**src/rtl/lc3_mem_pkg.sv**
```systemverilog
// Shared types and constants for the LC-3 memory access sequencer.
package lc3_mem_pkg;

    // Sequencer states: one transaction walks IDLE -> SETUP -> ACCESS (xN) -> DONE -> IDLE.
    typedef enum logic [1:0] {
        IDLE   = 2'd0,
        SETUP  = 2'd1,
        ACCESS = 2'd2,
        DONE   = 2'd3
    } mem_state_t;

    // Default number of ACCESS cycles per transaction.
    localparam int MEM_WAIT_DEFAULT = 2;

    // Legal bounds for the ACCESS length.
    localparam int MEM_WAIT_MIN = 1;
    localparam int MEM_WAIT_MAX = 15;

endpackage

```
**src/rtl/lc3_mem_ctrl.sv**
```systemverilog
// LC-3 memory access sequencer: turns a one-cycle request into a fixed-timing
// SRAM transaction, captures read data and flags it for the MDR input mux.
//
// Handshake: req is sampled only while idle (busy=0); a request seen then is
// accepted on that edge and the operands are latched. Requests while busy are
// dropped, not queued. done pulses for exactly one cycle when the transaction
// finishes; on a read, rdata is valid and MIO_en is high in that same cycle.
module lc3_mem_ctrl
    import lc3_mem_pkg::*;
#(
    parameter int WAIT_CYCLES = MEM_WAIT_DEFAULT
) (
    input  logic        Clk,
    input  logic        Reset,
    input  logic        req,
    input  logic        we,
    input  logic [15:0] addr_in,
    input  logic [15:0] wdata_in,
    output logic        busy,
    output logic        done,
    output logic [15:0] rdata,
    output logic        MIO_en,
    output logic [15:0] mem_addr,
    output logic [15:0] mem_wdata,
    input  logic [15:0] mem_rdata,
    output logic        mem_ce_n,
    output logic        mem_oe_n,
    output logic        mem_we_n,
    output mem_state_t  dbg_state
);

    // Counter sized to hold WAIT_CYCLES; it counts down from WAIT_CYCLES-1 to 0.
    localparam int            CW        = $clog2(WAIT_CYCLES + 1);
    localparam logic [CW-1:0] WAIT_LOAD = CW'(WAIT_CYCLES - 1);

    // Reject illegal ACCESS lengths when the design is elaborated.
    generate
        if (WAIT_CYCLES < MEM_WAIT_MIN || WAIT_CYCLES > MEM_WAIT_MAX) begin : g_bad_wait
            $error("lc3_mem_ctrl: WAIT_CYCLES=%0d outside legal range 1..15", WAIT_CYCLES);
        end
    endgenerate

    mem_state_t    r_state;
    mem_state_t    w_next_state;
    logic [CW-1:0] r_wait_cnt;
    logic          r_we;
    logic [15:0]   r_addr;
    logic [15:0]   r_wdata;
    logic [15:0]   r_rdata;
    logic          w_accept;
    logic          w_last_access;

    // A request only counts while idle; Reset outranks it in the registers below.
    assign w_accept      = (r_state == IDLE) && req;
    assign w_last_access = (r_state == ACCESS) && (r_wait_cnt == '0);

    // State register.
    always_ff @(posedge Clk) begin
        if (Reset) begin
            r_state <= IDLE;
        end else begin
            r_state <= w_next_state;
        end
    end

    // Next-state logic and strobes decoded purely from the state register and
    // the latched direction, so nothing on the outputs follows req combinationally.
    always_comb begin
        w_next_state = r_state;
        busy         = 1'b1;
        done         = 1'b0;
        MIO_en       = 1'b0;
        mem_ce_n     = 1'b0;
        mem_oe_n     = 1'b1;
        mem_we_n     = 1'b1;
        case (r_state)
            IDLE: begin
                busy     = 1'b0;
                mem_ce_n = 1'b1;
                if (req) begin
                    w_next_state = SETUP;
                end
            end
            SETUP: begin
                mem_oe_n     = r_we;
                w_next_state = ACCESS;
            end
            ACCESS: begin
                mem_oe_n = r_we;
                // Write strobe only here; SETUP and DONE give address/data setup and hold.
                mem_we_n = ~r_we;
                if (r_wait_cnt == '0) begin
                    w_next_state = DONE;
                end
            end
            DONE: begin
                done         = 1'b1;
                MIO_en       = ~r_we;
                w_next_state = IDLE;
            end
            default: begin
                w_next_state = IDLE;
            end
        endcase
    end

    // Wait counter: loaded on the way into ACCESS, counts down to zero.
    always_ff @(posedge Clk) begin
        if (Reset) begin
            r_wait_cnt <= '0;
        end else if (r_state == SETUP) begin
            r_wait_cnt <= WAIT_LOAD;
        end else if ((r_state == ACCESS) && (r_wait_cnt != '0)) begin
            r_wait_cnt <= r_wait_cnt - CW'(1);
        end
    end

    // Operand latch on acceptance; values hold through the transaction and in IDLE.
    always_ff @(posedge Clk) begin
        if (Reset) begin
            r_we    <= 1'b0;
            r_addr  <= 16'h0000;
            r_wdata <= 16'h0000;
        end else if (w_accept) begin
            r_we    <= we;
            r_addr  <= addr_in;
            r_wdata <= wdata_in;
        end
    end

    // Read capture on the edge leaving the last ACCESS cycle; writes leave it alone.
    always_ff @(posedge Clk) begin
        if (Reset) begin
            r_rdata <= 16'h0000;
        end else if (w_last_access && !r_we) begin
            r_rdata <= mem_rdata;
        end
    end

    assign mem_addr  = r_addr;
    assign mem_wdata = r_wdata;
    assign rdata     = r_rdata;
    assign dbg_state = r_state;

endmodule

```
**config.mk**
```make
export PLATFORM = sky130hd
export DESIGN_NAME = lc3_mem_ctrl
export DESIGN_NICKNAME = d
export VERILOG_FILES = /design/src/rtl/lc3_mem_pkg.sv /design/src/rtl/lc3_mem_ctrl.sv
export SDC_FILE = /design/constraint.sdc
export NUM_CORES = 1
export LEC_CHECK = 0
export CORE_ASPECT_RATIO = 1.5
export CORE_UTILIZATION = 35
export DETAILED_ROUTE_END_ITERATION = 10
export PLACE_DENSITY = 0.79
export SLEW_MARGIN = 20
export SYNTH_ARGS = -nofsm -noshare
export SYNTH_HDL_FRONTEND = slang
export SYNTH_SLANG_ARGS = --single-unit
```
**constraint.sdc**
```tcl
create_clock -name Clk -period 1.4 [get_ports Clk]
set_input_delay 0.21 -clock Clk [delete_from_list [all_inputs] [get_ports Clk]]
set_output_delay 0.21 -clock Clk [all_outputs]
set_load 0.005 [all_outputs]
```
* After elaboration in Yosys (flattened, before gate mapping)
Cells that the tools add are included.
Operators by class: add/sub/neg operators 1, bitwise logic cells 1, eq/ne operators 5, reductions and logical operators 12, mux-type cells 11
Operators with widths (count):
- $mux W1 | 8
- $pmux W2 S4 | 1
- $eq A2 B2 Y1 const B | 2
- $logic_and A1 B1 Y1 | 4
- $logic_not A2 Y1 | 2
- $mux W2 | 2
- $ne A2 B2 Y1 const B | 2
- $reduce_bool A2 Y1 | 2
- $reduce_or A2 Y1 | 2
- $eq A2 B1 Y1 const B | 1
- $reduce_and A2 Y1 | 1
- $sub A2 B1 Y2 const B | 1
- $logic_not A1 Y1 | 1
- $not A1 Y1 | 1
Word-level totals: flip-flop bits (word level) 53

* Depth between registers and ports, before layout
word-level depth 4, gate-level depth with buffers 7, mapped depth without buffers 5

* Least setup slack after synthesis
No wires, ideal clock.
path type register to register, from reg r_state[0] (netlist: dbg_state[0]), to reg r_rdata[12] (netlist: rdata[12]), slack 0.009 ns, buffers on the path 2, library setup time 0.133 ns, cell stages (with the launch flop) 8, arrival 1.258 ns, path through dfxtp_1 inv_1 ha_1 and3b_1 buf_6 buf_12 nand2_1 a21oi_2
Between the ends: word-level cells in the longest chain between the ends 3
RTL lines:
- from (decl) | RTL line lc3_mem_ctrl.sv:43 | mem_state_t r_state;
- from (signal assigned) | RTL line lc3_mem_ctrl.sv:62 | r_state <= w_next_state;
- $eq A2 B2 Y1 | RTL line lc3_mem_ctrl.sv:55 | assign w_last_access = (r_state == ACCESS) && (r_wait_cnt == '0);
- $logic_and A1 B1 Y1 | RTL line lc3_mem_ctrl.sv:55
- $logic_and A1 B1 Y1 | RTL line lc3_mem_ctrl.sv:135 | end else if (w_last_access && !r_we) begin
- to (signal assigned) | RTL line lc3_mem_ctrl.sv:136 | r_rdata <= mem_rdata;
- to (decl) | RTL line lc3_mem_ctrl.sv:49 | logic [15:0] r_rdata;
Every way passes these cells. A chain may end at the register's enable or synchronous reset.

* Final worst setup path
from reg r_state[0] (netlist: dbg_state[0]), to out MIO_en
Between the ends: word-level cells in the longest chain between the ends 2
RTL lines:
- $eq A2 B2 Y1 | RTL line lc3_mem_ctrl.sv:76 | case (r_state)
- $mux W1 | RTL line lc3_mem_ctrl.sv:76
- to (decl) | RTL line lc3_mem_ctrl.sv:22 | output logic MIO_en,
Every way passes these cells.

==> results summary <==
Detailed placement ended at an HPWL of 3890 µm. The number of filler cells placed in the layout is 497. The pin count of the biggest net entering global routing came out at 25. The max-capacitance violation count is 0. The total area inside the core boundary comes to roughly 0.0055 mm². TritonCTS built the clock tree.

The critical path start-end classification is flop to primary output. The part of the power in the clock network is 0.158. The leftover overflow at the end of global routing came out at 0. Leaving out fill and tap cells, the most frequent cell in the layout is sky130_fd_sc_hd__nand2_1. The worst hold path belongs to the class primary input to flop.

The buffer depth of the longest clock path is 2. The highest ir drop seen on vdd came out at around 800 µV. The total of hold buffers inserted after clock tree synthesis came out at 0. The final count of hold timing violations is 0. Of the total synthesized cell area, the portion taken by XOR and XNOR cells is 0.00430. The number of library cell types mapped by synthesis came out at 23. The number of global-route vias before repair was 1920. The startpoint of the worst register-to-register path is r_wait_cnt[1]. The total global-route track usage is 0.177. The share of total power dissipated in combinational logic is 0.456.

Leaving out fill and tap cells, the most frequent cells in the layout are sky130_fd_sc_hd__nand2_1 (100), sky130_fd_sc_hd__clkdlybuf4s50_1 (89), sky130_fd_sc_hd__a21oi_1 (47). The final worst clock skew is around 6.9 ps. The data arrival at the endpoint of the critical path is ~1200 ps.

The fraction of the mapped netlist area in compound gates is 0.142. The flow ran to the end, and the final reports show no timing, DRC or antenna violations. Routability-driven placement finished with a final weighted congestion of ~0.81.

The worst hold path depth came out at 2. Once detail routing completed, the nets flagged for antenna violations numbered 0. The number of H-tree branching levels came out at 2. The count of non-filler cells in the finished layout is about 430. The CTS buffer count is 5.

The number of nets in the layout is 421. The path with the worst hold slack has its endpoint at rdata[9]. The mean instance size in the synthesized netlist came out at about 8.2 µm². The total number of vias is a little under 2000. The worst register-to-register path ends at r_wait_cnt[1].

Of the total power, the share spent switching nets is 0.331. The part of the total power dissipated in sequential elements is 0.386. The total power after layout is around 5 mW.

The clock period minus final worst setup slack is ~1400 ps. The reported leakage power is approximately 1.4 nW. In the final routed layout, each cell accounts on average for roughly 12 µm. The sequential cells in the finished layout cover a total of around 0.0011 mm². The sequential fraction of the synthesis area is 0.521. The slew of the pin with the lowest slew margin is around 260 ps. In the final layout, the share of cells above drive strength 1 is 0.154. The DRC violation total after the first TritonRoute iteration came out at slightly above 80. The multiplexer share of the synthesized area is 0.00491. The number of detailed-route iterations in the first pass is 4.

The number of antenna diodes in the final layout is 0. The register bit total from synthesis is between 50 and 60. The via density per instance is between 4 and 5. Clock tree synthesis selected as its root buffer the cell sky130_fd_sc_hd__clkbuf_8. When the netlist entered floorplanning its net count stood at ~310. The worst register-to-register path has a setup slack of 40 ps.

The internal portion of the total power is 3.41 mW. The category of the worst setup path launch point is a flop. For this run, design rule violations remaining after detail routing come to 0. The clock sink total is 53. The floorplan has 33 rows. The adder-cell share of the synthesized area came out at 0.0430. After synthesis the cells add up to 0.00204 mm². Of all nets on the critical path, the largest fanout is 4. The height of the die came out at 95.5 µm. Setup repair after global routing could not meet its margin everywhere.

The final wirelength came out at 5380 µm. The effective utilization at floorplan is 0.368. The worst setup path is captured at a primary output. The headroom to the max-slew limit is 0.824. Buffers placed on the I/O ports in this run total around 110. Setup violations remaining at the end of the flow were counted as 0. The final worst-path cycle share is 0.999. The clock latency on the worst-skew pair is 290 ps. The number of instances in the placed design came out at approximately 420.

During I/O placement, the number of pins put on the boundary was ~110. In the final layout, the multi-input gates occupy around 900 µm². Of the total synthesized cell area, the portion taken by AND, OR, NAND and NOR gates is 0.221. The synthesized instance count came out at between 200 and 250. The die footprint came out at a little over 0.006 mm². The first global-routing pass estimated about 8400 µm of wire. The timing-limited maximum frequency is 715 MHz. The worst hold path begins at Reset. The total power density per cell area is 1500 mW/mm².

The initial antenna violation count was 0. The clock transition at the registers of the reported paths is about 90 ps. The number of synthesis warnings came out at 0. The width of the chip is about 64 µm. The final count of pins violating max slew came out at 0.

The relative area change from synthesis to final layout came out at 66.8%. STA puts the critical path data required time at 1190 ps. The power dissipated by switching net loads came out at ~1.7 mW.

The main combinational cell family by area after synthesis is simple AND/OR/NAND/NOR gates. The length in cells of the worst reg-to-reg path came out at 5.
## cell type report
class	instances	area share
flip-flops and latches	53	0.317
inverters	7	0.00847
clock buffers	6	0.0213
multi-input cells	173	0.271
clock inverters	2	0.00294
well taps	70	0.0258
repair buffers	122	0.354
## repair_timing
action	4_1_cts	5_1_grt
endpoints found under the setup margin	45	45
pin swaps	1	1
gates resized for setup	30	31
setup buffers	0	1
## cells in the mapped netlist
cell type / number / share of area
sky130_fd_sc_hd__nand2_1: 100 / 0.18
sky130_fd_sc_hd__dfxtp_1: 53 / 0.52
sky130_fd_sc_hd__a21oi_1: 48 / 0.12
sky130_fd_sc_hd__ha_1: 7 / 0.043
sky130_fd_sc_hd__inv_1: 7 / 0.013
sky130_fd_sc_hd__buf_2: 5 / 0.012
sky130_fd_sc_hd__clkbuf_1: 5 / 0.0092
sky130_fd_sc_hd__buf_4: 4 / 0.015
sky130_fd_sc_hd__a21oi_2: 3 / 0.013
sky130_fd_sc_hd__nand2b_1: 3 / 0.0092
sky130_fd_sc_hd__nor2_1: 2 / 0.0037
sky130_fd_sc_hd__a2111oi_2: 1 / 0.0074
sky130_fd_sc_hd__and2_1: 1 / 0.0031
sky130_fd_sc_hd__and2b_4: 1 / 0.0049
sky130_fd_sc_hd__and3b_1: 1 / 0.0043
sky130_fd_sc_hd__buf_12: 1 / 0.0098
sky130_fd_sc_hd__buf_6: 1 / 0.0055
sky130_fd_sc_hd__mux2i_1: 1 / 0.0049
sky130_fd_sc_hd__nand3b_2: 1 / 0.0055
sky130_fd_sc_hd__nor2_2: 1 / 0.0031
sky130_fd_sc_hd__nor2b_1: 1 / 0.0031
sky130_fd_sc_hd__o21a_1: 1 / 0.0037
sky130_fd_sc_hd__xnor2_1: 1 / 0.0043
## worst max-delay path, cell delays in order, from the launching register on
cell and delay [ps]:
sky130_fd_sc_hd__dfxtp_2 350, sky130_fd_sc_hd__buf_4 150, sky130_fd_sc_hd__ha_4 150, sky130_fd_sc_hd__nor2b_1 110, sky130_fd_sc_hd__buf_2 130
## layer usage
metal / GRT usage / vias to the layer above / share of wire
li1: - / 1015 / -
met1: 0.165 / 890 / 0.38
met2: 0.355 / 71 / 0.54
met3: 0.0586 / 4 / 0.064
met4: 0.0500 / 0 / 0.0078
met5: 0 / - / 0
## power by group through the flow
stage,registers [mW],clock network (mW),logic [mW]
after detailed placement,1.98,0,2.22
final,1.97,0.807,2.33
after global routing,2.00,0.900,2.58
after floorplan,2.00,0,1.02
after CTS,1.95,0.841,2.25
after global placement,1.96,0,2.17
## cell families after synthesis
logic type / after synthesis
compound gates: 53
xor+xnor: 1
fa+ha+maj: 7
buf+inv: 23
flops: 53
mux: 1
simple gates: 111
## registers in the layout, indices dropped and copies added, names as in the netlist
| register | cells |
|---|---|
| dbg_state | 2 |
| mem_addr | 16 |
| mem_wdata | 16 |
| r_wait_cnt | 2 |
| r_we | 1 |
| rdata | 16 |
## per-stage QoR
step	instance area, µm²	TNS [ps]	setup WS, ps	hold WS, ps	utilization
floorplan	2040	0	8.96	346	-
global placement	3200	-391	-52.3	441	0.579
detailed placement	3200	-1270	-103	446	0.579
CTS	3310	-31.6	-31.6	257	0.599
global route	3400	-119	-51.1	254	0.614
finish	3400	0	0.969	249	0.614
## worst max-delay path by stage
stage                            start      endpoint  slack, ps  cells after the start
after floorplan           dbg_state[0]     rdata[12]          9                      7
after global placement    dbg_state[0]      mem_oe_n        -50                      4
after detailed placement  dbg_state[0]  dbg_state[1]       -100                      6
after CTS                 dbg_state[0]      mem_oe_n        -30                      4
after global routing      dbg_state[0]        MIO_en        -50                      4
final                     dbg_state[0]        MIO_en          1                      4
(Power assumes the default switching activity.)
